File: src/rtl/imm_gen_pipe.sv
// RISC-V immediate generator with a 1-cycle registered output stage.
// SKID selects a 2-entry skid buffer (flopped in_ready) or a single output register.
module imm_gen_pipe #(
  parameter int XLEN = 32,
  parameter int SKID = 1
) (
  input  logic            clk,
  input  logic            rst,
  input  logic            flush,
  input  logic            in_valid,
  output logic            in_ready,
  input  logic [31:0]     in_inst,
  input  logic [XLEN-1:0] in_pc,
  output logic            out_valid,
  input  logic            out_ready,
  output logic [XLEN-1:0] out_imm,
  output logic [2:0]      out_fmt,
  output logic [XLEN-1:0] out_target,
  output logic            out_illegal
);

  typedef enum logic [2:0] {
    FMT_NONE = 3'd0,
    FMT_I    = 3'd1,
    FMT_S    = 3'd2,
    FMT_B    = 3'd3,
    FMT_U    = 3'd4,
    FMT_J    = 3'd5,
    FMT_Z    = 3'd6
  } fmt_e;

  typedef struct packed {
    logic [XLEN-1:0] imm;
    logic [2:0]      fmt;
    logic [XLEN-1:0] target;
    logic            illegal;
  } res_t;

  fmt_e            fmt_s;
  logic            pc_rel_s;
  logic            illegal_s;
  logic [XLEN-1:0] imm_s;
  res_t            dec_s;
  logic            in_fire_s;
  logic            out_fire_s;

  // Opcode classification; compressed (non-32-bit) encodings decode as NONE
  always_comb begin
    fmt_s     = FMT_NONE;
    pc_rel_s  = 1'b0;
    illegal_s = (in_inst[1:0] != 2'b11);
    if (illegal_s) begin
      fmt_s = FMT_NONE;
    end else begin
      case (in_inst[6:0])
        7'b0000011, 7'b0010011, 7'b1100111: fmt_s = FMT_I;
        7'b0011011: fmt_s = (XLEN == 64) ? FMT_I : FMT_NONE;
        7'b0100011: fmt_s = FMT_S;
        7'b1100011: begin
          fmt_s    = FMT_B;
          pc_rel_s = 1'b1;
        end
        7'b0110111: fmt_s = FMT_U;
        7'b0010111: begin
          fmt_s    = FMT_U;
          pc_rel_s = 1'b1;
        end
        7'b1101111: begin
          fmt_s    = FMT_J;
          pc_rel_s = 1'b1;
        end
        7'b1110011: fmt_s = in_inst[14] ? FMT_Z : FMT_NONE;
        default:    fmt_s = FMT_NONE;
      endcase
    end
  end

  // Immediate extraction and sign/zero extension
  always_comb begin
    imm_s = '0;
    case (fmt_s)
      FMT_I:   imm_s = XLEN'($signed(in_inst[31:20]));
      FMT_S:   imm_s = XLEN'($signed({in_inst[31:25], in_inst[11:7]}));
      FMT_B:   imm_s = XLEN'($signed({in_inst[31], in_inst[7], in_inst[30:25],
                                      in_inst[11:8], 1'b0}));
      FMT_J:   imm_s = XLEN'($signed({in_inst[31], in_inst[19:12], in_inst[20],
                                      in_inst[30:21], 1'b0}));
      FMT_U:   imm_s = XLEN'($signed({in_inst[31:12], 12'b0}));
      FMT_Z:   imm_s = XLEN'(in_inst[19:15]);
      default: imm_s = '0;
    endcase
  end

  // Full result formed before the register so outputs are pure flops
  always_comb begin
    dec_s.imm     = imm_s;
    dec_s.fmt     = fmt_s;
    dec_s.target  = pc_rel_s ? (in_pc + imm_s) : '0;
    dec_s.illegal = illegal_s;
  end

  if (SKID != 0) begin : g_skid
    logic main_valid_q, main_valid_d;
    logic skid_valid_q, skid_valid_d;
    logic in_ready_q, in_ready_d;
    res_t main_q, main_d;
    res_t skid_q, skid_d;

    assign in_fire_s  = in_valid & in_ready_q;
    assign out_fire_s = main_valid_q & out_ready;

    // Main/skid occupancy update; skid only fills while main is stalled
    always_comb begin
      main_valid_d = main_valid_q;
      skid_valid_d = skid_valid_q;
      main_d       = main_q;
      skid_d       = skid_q;
      if (flush) begin
        main_valid_d = 1'b0;
        skid_valid_d = 1'b0;
      end else if (out_fire_s) begin
        if (skid_valid_q) begin
          main_d       = skid_q;
          skid_valid_d = 1'b0;
        end else if (in_fire_s) begin
          main_d = dec_s;
        end else begin
          main_valid_d = 1'b0;
        end
      end else if (in_fire_s) begin
        if (main_valid_q) begin
          skid_valid_d = 1'b1;
          skid_d       = dec_s;
        end else begin
          main_valid_d = 1'b1;
          main_d       = dec_s;
        end
      end else begin
        main_valid_d = main_valid_q;
      end
      in_ready_d = !skid_valid_d;
    end

    // State registers
    always_ff @(posedge clk or posedge rst) begin
      if (rst) begin
        main_valid_q <= 1'b0;
        skid_valid_q <= 1'b0;
        in_ready_q   <= 1'b1;
        main_q       <= '0;
        skid_q       <= '0;
      end else begin
        main_valid_q <= main_valid_d;
        skid_valid_q <= skid_valid_d;
        in_ready_q   <= in_ready_d;
        main_q       <= main_d;
        skid_q       <= skid_d;
      end
    end

    assign in_ready  = in_ready_q;
    assign out_valid = main_valid_q;
    assign {out_imm, out_fmt, out_target, out_illegal} = main_q;
  end else begin : g_single
    logic valid_q, valid_d;
    res_t data_q, data_d;

    assign in_ready   = out_ready | !valid_q;
    assign in_fire_s  = in_valid & in_ready;
    assign out_fire_s = valid_q & out_ready;

    // Single-entry pipeline register update
    always_comb begin
      valid_d = valid_q;
      data_d  = data_q;
      if (flush) begin
        valid_d = 1'b0;
      end else if (in_fire_s) begin
        valid_d = 1'b1;
        data_d  = dec_s;
      end else if (out_fire_s) begin
        valid_d = 1'b0;
      end else begin
        valid_d = valid_q;
      end
    end

    // State registers
    always_ff @(posedge clk or posedge rst) begin
      if (rst) begin
        valid_q <= 1'b0;
        data_q  <= '0;
      end else begin
        valid_q <= valid_d;
        data_q  <= data_d;
      end
    end

    assign out_valid = valid_q;
    assign {out_imm, out_fmt, out_target, out_illegal} = data_q;
  end

endmodule

File: config.mk
export PLATFORM = sky130hd
export DESIGN_NAME = imm_gen_pipe
export DESIGN_NICKNAME = d
export VERILOG_FILES = /design/src/rtl/imm_gen_pipe.sv
export SDC_FILE = /design/constraint.sdc
export NUM_CORES = 1
export LEC_CHECK = 0
export CAP_MARGIN = 5
export CORE_MARGIN = 1.5
export CORE_UTILIZATION = 54
export CTS_CLUSTER_DIAMETER = 60
export DETAILED_ROUTE_END_ITERATION = 7
export PLACE_DENSITY = 0.82
export SLEW_MARGIN = 20
export SYNTH_ARGS = -nofsm -noshare
export SYNTH_HDL_FRONTEND = slang
export SYNTH_SLANG_ARGS = --single-unit
File: constraint.sdc
create_clock -name clk -period 5.84 [get_ports clk]
set_input_delay 1.752 -clock clk [delete_from_list [all_inputs] [get_ports clk]]
set_output_delay 1.752 -clock clk [all_outputs]
set_load 0.05 [all_outputs]
==> flow_summary.yaml, run 1 <==
route:
  drc: 0
  vias: 7455
  routed_via_density: 5.89
  wirelength_um: 23300
  first_pass_iters: 5
  wl_per_cell_um: 18.5
  ant_nets: 0
  drtIter0Drc: 688
finish:
  diodes: 0
  final_nets: 1173
  seqCellArea_mm2: 0.00348
  drive_above_1_share_pct: 9.31
  fillers: 1046
  fin_cells: 1265
  multi_input_area_mm2: 0.00409
  area_delta_synth_final_pct: 29.6
  fin_area_mm2: 0.0102
  fin_util_pct: 72.6
logic_synthesis:
  synth_common_cells: "nand2_1, dfrtp_1, a21oi_1, nor2_1, o21ai_0"
  synthTopCellsByArea: "dfrtp_1, nand2_1, a21oi_1"
  synth.distinct_cells: 68
  syn-num-nets: 1033
  synth_most_common_cell: "nand2_1"
  ys_warn_count: 0
  synth_edf_count: 0
  syn_inst: 932
  yosys_register_bits: 139
  synth_area_leader_cell: "dfrtp_1"
  syn_avg_cell_area_um2: 8.45
  synth.cell_area_mm2: 0.00787
  ys.flop_type: "dfrtp_1"
  synth_top_area_share_pct: 43.9
  ys_async_sr_fraction_pct: 100
  seq_area_frac_synth_pct: 44.2
critical_path:
  crit_type: "input port to flip-flop"
  critPathRequiredTime_ns: 6.16
  cp.arrival_ns: 5.81
  critPathCaptureType: "flip-flop"
  start_kind: "input port"
  crit_path_max_fanout: 9
clock_network:
  htreeDepth: 4
  postCtsHoldBufs: 0
  clk_latency_ns: 0.43
  clk_pin_slew_worst_paths_ns: 0.06
  cts_tree: "done"
  cts_buffers: 17
  cts_sinks: 139
  cts_buffer_depth: 2
  clockRootBuffer: "clkbuf_16"
global_routing:
  grt_pass1_wl_um: 36200
  grt_max_degree: 100
  grt_pass1_vias: 6956
  overflow: 0
  antenna_found_initial: 0
  grt_usage_pct: 31.3
power_and_ir_drop:
  irDropWorstVdd_mv: 0.216
  p_leak_nw: 4.70
  power_density_mw_per_mm2: 280
  finalPower_mw: 2.85
floorplan:
  start_util_pct: 56.1
  rows: 43
  die_w_um: 124
  dieArea_mm2: 0.0153
  placeableCoreArea_mm2: 0.0140
  num_io_pins: 139
  die_h_um: 124
placement:
  io_buffers: 138
  hpwl_um: 16700
  gp_congestion: 0.921
  post_dp_cell_area_mm2: 0.00957
  dp.cells: 1233
sta:
  rsz0062_at_grt: "no"
  min_period_ns: 5.49
  tightest_slew_ns: 1.00
  setup_viol: 0
  slew_viol_final: 0
  fin_skew_ns: 0.00951
  tns_ns: 0
  fmax_ghz: 0.182
  fin_crit_sh_pct: 94.0
  relSlewSlack_pct: 32.8
  hold_viol_final: 0
min_path:
  hold_class: "flip-flop to flip-flop"
status:
  outcome: "finished clean"
run:
  drv_cap: 0
[worst max-delay path, stage by stage]
cell and delay, ns:
clkdlybuf4s50_1 0.49, buf_4 0.20, and4b_4 0.22, nand2b_4 0.14, a21o_4 0.24, and2_1 0.21
a21oi_1 0.30, inv_1 0.09, ha_1 0.37, and3_1 0.24, nand2_1 0.09, a211oi_1 0.48
nor2_1 0.15, a41oi_1 0.36, a21oi_1 0.14, xnor2_1 0.13, a22o_1 0.19
[layout by cell type (no fill, tap or decap), types with 5 or more instances in the layout]
master,count
xor2_1,9
a21oi_1,98
clkbuf_16,17
nand3_1,17
nand2_1,166
o21ai_0,88
xnor2_1,17
and3_1,9
o211ai_1,8
mux2_2,6
nor2b_1,5
nor3_1,8
a22o_1,12
clkdlybuf4s50_1,138
a221oi_1,10
nor2_1,97
a211oi_1,5
a31oi_1,17
nand2b_1,7
inv_1,34
and2_1,5
a21o_1,5
o31ai_1,5
ha_1,31
o21ai_1,6
buf_4,35
dfrtp_1,138
[per-stage QoR]
stage	hold slack, ns	worst slack (ns)
2_1_floorplan	0.442	0.365
3_3_place_gp	0.454	0.108
3_5_place_dp	0.462	0.00343
4_1_cts	0.477	0.383
5_1_grt	0.498	0.0317
6_report	0.477	0.349
[state kept, by name, indices dropped and copies added, names as in the netlist]
| name | flops |
|---|---|
| g_skid.skid_q | 68 |
| out_target | 32 |
| g_skid.skid_valid_q | 1 |
| out_illegal | 1 |
| out_imm | 32 |
| out_valid | 1 |
| in_ready | 1 |
| out_fmt | 3 |
[routing by layer]
layer | share of wire [%] | vias up | routed length [µm] | track usage, %
met5 | 0 | - | 0 | 0
li1 | - | 3550 | - | -
met2 | 47 | 308 | 11000 | 49.8
met1 | 43 | 3546 | 10100 | 42.9
met3 | 6.8 | 51 | 1580 | 5.63
met4 | 2.7 | 0 | 641 | 11.6
[where the power goes]
group / switching [mW] / internal, mW
clock network: 0.432 / 0.717
registers: 0.0438 / 1.04
logic: 0.401 / 0.224
[path summary, 6_finish.rpt]
check                           slack, ns                            end                    from  cells past startpoint
worst max-delay path                 0.35  g_skid.skid_q[29]$_DFFE_PP0P_              in_inst[2]                     17
worst min-delay path                 0.48         out_imm[2]$_DFFE_PP0P_  out_imm[2]$_DFFE_PP0P_                      2
worst max register to register       3.53        out_imm[16]$_DFFE_PP0P_   out_valid$_DFFE_PP0P_                      4
worst min register to register       0.48         out_imm[2]$_DFFE_PP0P_  out_imm[2]$_DFFE_PP0P_                      2
max in group asynchronous            3.07  g_skid.skid_q[25]$_DFFE_PP0P_                     rst                      3
min in group asynchronous            1.83         out_imm[3]$_DFFE_PP0P_                     rst                      2
[area by class of cell]
type,instances,share of cell area [%]
Multi-Input combinational cell,706,40.1
Timing Repair Buffer,173,16.1
Clock inverter,14,1.91
Tap cell,180,2.21
Inverter,35,1.34
Sequential cell,139,34.1
Clock buffer,18,4.21
[logic make-up after synthesis]
logic type | after synthesis | synth area share [%]
simple gates | 347 | 19.5
compound gates | 292 | 22.7
flops | 139 | 44.2
buf+inv | 87 | 4.28
fa+ha+maj | 32 | 5.18
xor+xnor | 27 | 3.10
mux | 8 | 1.11
[repair_timing]
action | 4_1_cts | 5_1_grt
gates resized for setup | 0 | 1
endpoints found under the setup margin | 0 | 1
endpoints found under the hold margin | 0 | 0
setup buffers | 0 | 0
Note: power is estimated with default switching activity, not from simulation.
==> run 2: changes to the inputs <==
--- a/config.mk
+++ b/config.mk
@@ -8,7 +8,6 @@
 export CAP_MARGIN = 5
 export CORE_MARGIN = 1.5
 export CORE_UTILIZATION = 54
-export CTS_CLUSTER_DIAMETER = 60
 export DETAILED_ROUTE_END_ITERATION = 7
 export PLACE_DENSITY = 0.82
 export SLEW_MARGIN = 20
==> results of run 2 <==
Final layout, timing and power as in run 1 (identical DEF).
==> run 3: changes to the inputs <==
--- a/config.mk
+++ b/config.mk
@@ -9,7 +9,8 @@
 export CORE_MARGIN = 1.5
 export CORE_UTILIZATION = 54
 export DETAILED_ROUTE_END_ITERATION = 7
-export PLACE_DENSITY = 0.82
+export PLACE_DENSITY = 0.85
+export SKIP_LAST_GASP = 1
 export SLEW_MARGIN = 20
 export SYNTH_ARGS = -nofsm -noshare
 export SYNTH_HDL_FRONTEND = slang
==> flow_summary.yaml, run 3 (synthesis gave the netlist of run 1 again) <==
status:
  outcome: "finished clean"
power_and_ir_drop:
  power_density_mw_per_mm2: 278
  intPower_mw: 1.98
  combPwrFrac_pct: 22.0
  swShare_pct: 30.7
  clkPwrFrac_pct: 40.0
  power_frac_seq_pct: 38.0
  p_leak_nw: 4.73
  finalPower_mw: 2.85
  p_switching_mw: 0.874
  irDropWorstVdd_mv: 0.221
critical_path:
  crit_path_max_fanout: 8
  start_kind: "input port"
  cp.arrival_ns: 5.81
  crit_type: "input port to flip-flop"
  critPathCaptureType: "flip-flop"
  critPathRequiredTime_ns: 6.14
route:
  wirelength_um: 23300
  vias: 7612
  drc: 0
  routed-wl-met2_um: 10800
  routed_via_density: 5.97
  wl_per_cell_um: 18.3
  wl_met1_um: 10100
  drtIter0Drc: 739
  ant_nets: 0
  first_pass_iters: 6
  highest_layer: "met4"
  met3WireLength_um: 1670
clock_network:
  cts_buffer_depth: 2
  cts_tree: "done"
  clk_pin_slew_worst_paths_ns: 0.06
  cts_buffers: 17
  clk_latency_ns: 0.42
  cts_sinks: 139
  htreeDepth: 4
  clockRootBuffer: "clkbuf_16"
floorplan:
  num_io_pins: 139
  die_h_um: 124
  dieArea_mm2: 0.0153
  start_util_pct: 56.1
  placeableCoreArea_mm2: 0.0140
  die_w_um: 124
  rows: 43
sta:
  tns_ns: 0
  setup_viol: 0
  relSlewSlack_pct: 36.0
  fin_crit_sh_pct: 94.2
  timing.hold.ws_ns: 0.478
  rsz0062_at_grt: "no"
  fin_skew_ns: 0.00571
  fmax_ghz: 0.182
  worst_slack_ns: 0.336
  tightest_slew_ns: 0.956
  min_period_ns: 5.50
  slew_viol_final: 0
  hold_viol_final: 0
min_path:
  hold_class: "flip-flop to flip-flop"
finish:
  final_nets: 1182
  drive_above_1_share_pct: 10.2
  area_delta_synth_final_pct: 30.5
  diodes: 0
  final_cell_mix: "nand2_1, dfrtp_1, clkdlybuf4s50_1, a21oi_1, nor2_1"
  largest_reg_flops: 68
  regMostFlops: "g_skid.skid_q"
  layout_commonest_cell: "nand2_1"
placement:
  gp_congestion: 0.989
  post-place-ws_ns: -0.206
  hpwl_um: 16800
  io_buffers: 138
global_routing:
  antenna_found_initial: 0
  grt_pass1_vias: 6858
  overflow: 0
  grt_max_degree: 90
  grt_pass1_wl_um: 35900
  grt_usage_pct: 31.1
run:
  drv_cap: 0
run 3: area by class of cell:
cell class                      count  area [µm²]
Inverter                           35         136
Clock inverter                     15         198
Timing Repair Buffer              182        1710
Fill cell                        1075        3770
Sequential cell                   139        3480
Clock buffer                       17         425
Tap cell                          180         225
Multi-Input combinational cell    706        4090
run 3: layer usage:
| metal | up-vias | GRT usage [%] |
|---|---|---|
| met2 | 360 | 47.5 |
| met4 | 0 | 12.2 |
| met1 | 3636 | 43.8 |
| met3 | 49 | 6.23 |
| met5 | - | 0 |
| li1 | 3567 | - |
run 3: path summary, 6_finish.rpt:
| path | from | end | slack [ns] | cells past startpoint |
|---|---|---|---|---|
| max reg2reg | in_ready$_DFF_PP1_ | g_skid.skid_q[63]$_DFFE_PP0P_ | 3.52 | 6 |
| min in group asynchronous | rst | out_imm[1]$_DFFE_PP0P_ | 1.84 | 2 |
| min reg2reg | g_skid.skid_q[47]$_DFFE_PP0P_ | g_skid.skid_q[47]$_DFFE_PP0P_ | 0.48 | 2 |
| max | in_inst[3] | out_target[30]$_DFFE_PP0P_ | 0.34 | 16 |
| min | g_skid.skid_q[47]$_DFFE_PP0P_ | g_skid.skid_q[47]$_DFFE_PP0P_ | 0.48 | 2 |
| max in group asynchronous | rst | out_target[31]$_DFFE_PP0P_ | 3.06 | 3 |
run 3: metrics by stage:
step                std cells  cell area [µm²]  utilization (%)
floorplan                 932             7870                -
finish                   1274            10300             73.1
global placement         1242             9640             68.6
CTS                      1274            10300             73.1
detailed placement       1242             9640             68.6
global route             1274            10300             73.1
run 3: repair_timing:
item / CTS / global route
setup buffers: 0 / 0
resized for setup: 0 / 1
setup endpoints to repair: 0 / 1
hold buffers: 0 / 0
run 3: power groups by stage:
stage / registers [mW] / clock network (mW) / logic (mW)
after floorplan: 1.28 / 0 / 0.201
after global placement: 1.10 / 0 / 0.614
after detailed placement: 1.10 / 0 / 0.622
after CTS: 1.08 / 1.15 / 0.626
after global routing: 1.09 / 1.20 / 0.669
final: 1.08 / 1.14 / 0.627
run 3: critical path, stage by stage:
cell and delay, ns:
clkdlybuf4s50_1 0.54, or4_1 0.62, a21oi_1 0.35, a222oi_1 0.17
inv_1 0.10, ha_1 0.28, o21ai_0 0.27, nor2_1 0.10
o31ai_2 0.32, a211oi_1 0.14, buf_4 0.16, o31ai_1 0.31
o211ai_1 0.16, xor2_1 0.18, a221oi_1 0.27, nor2_1 0.08
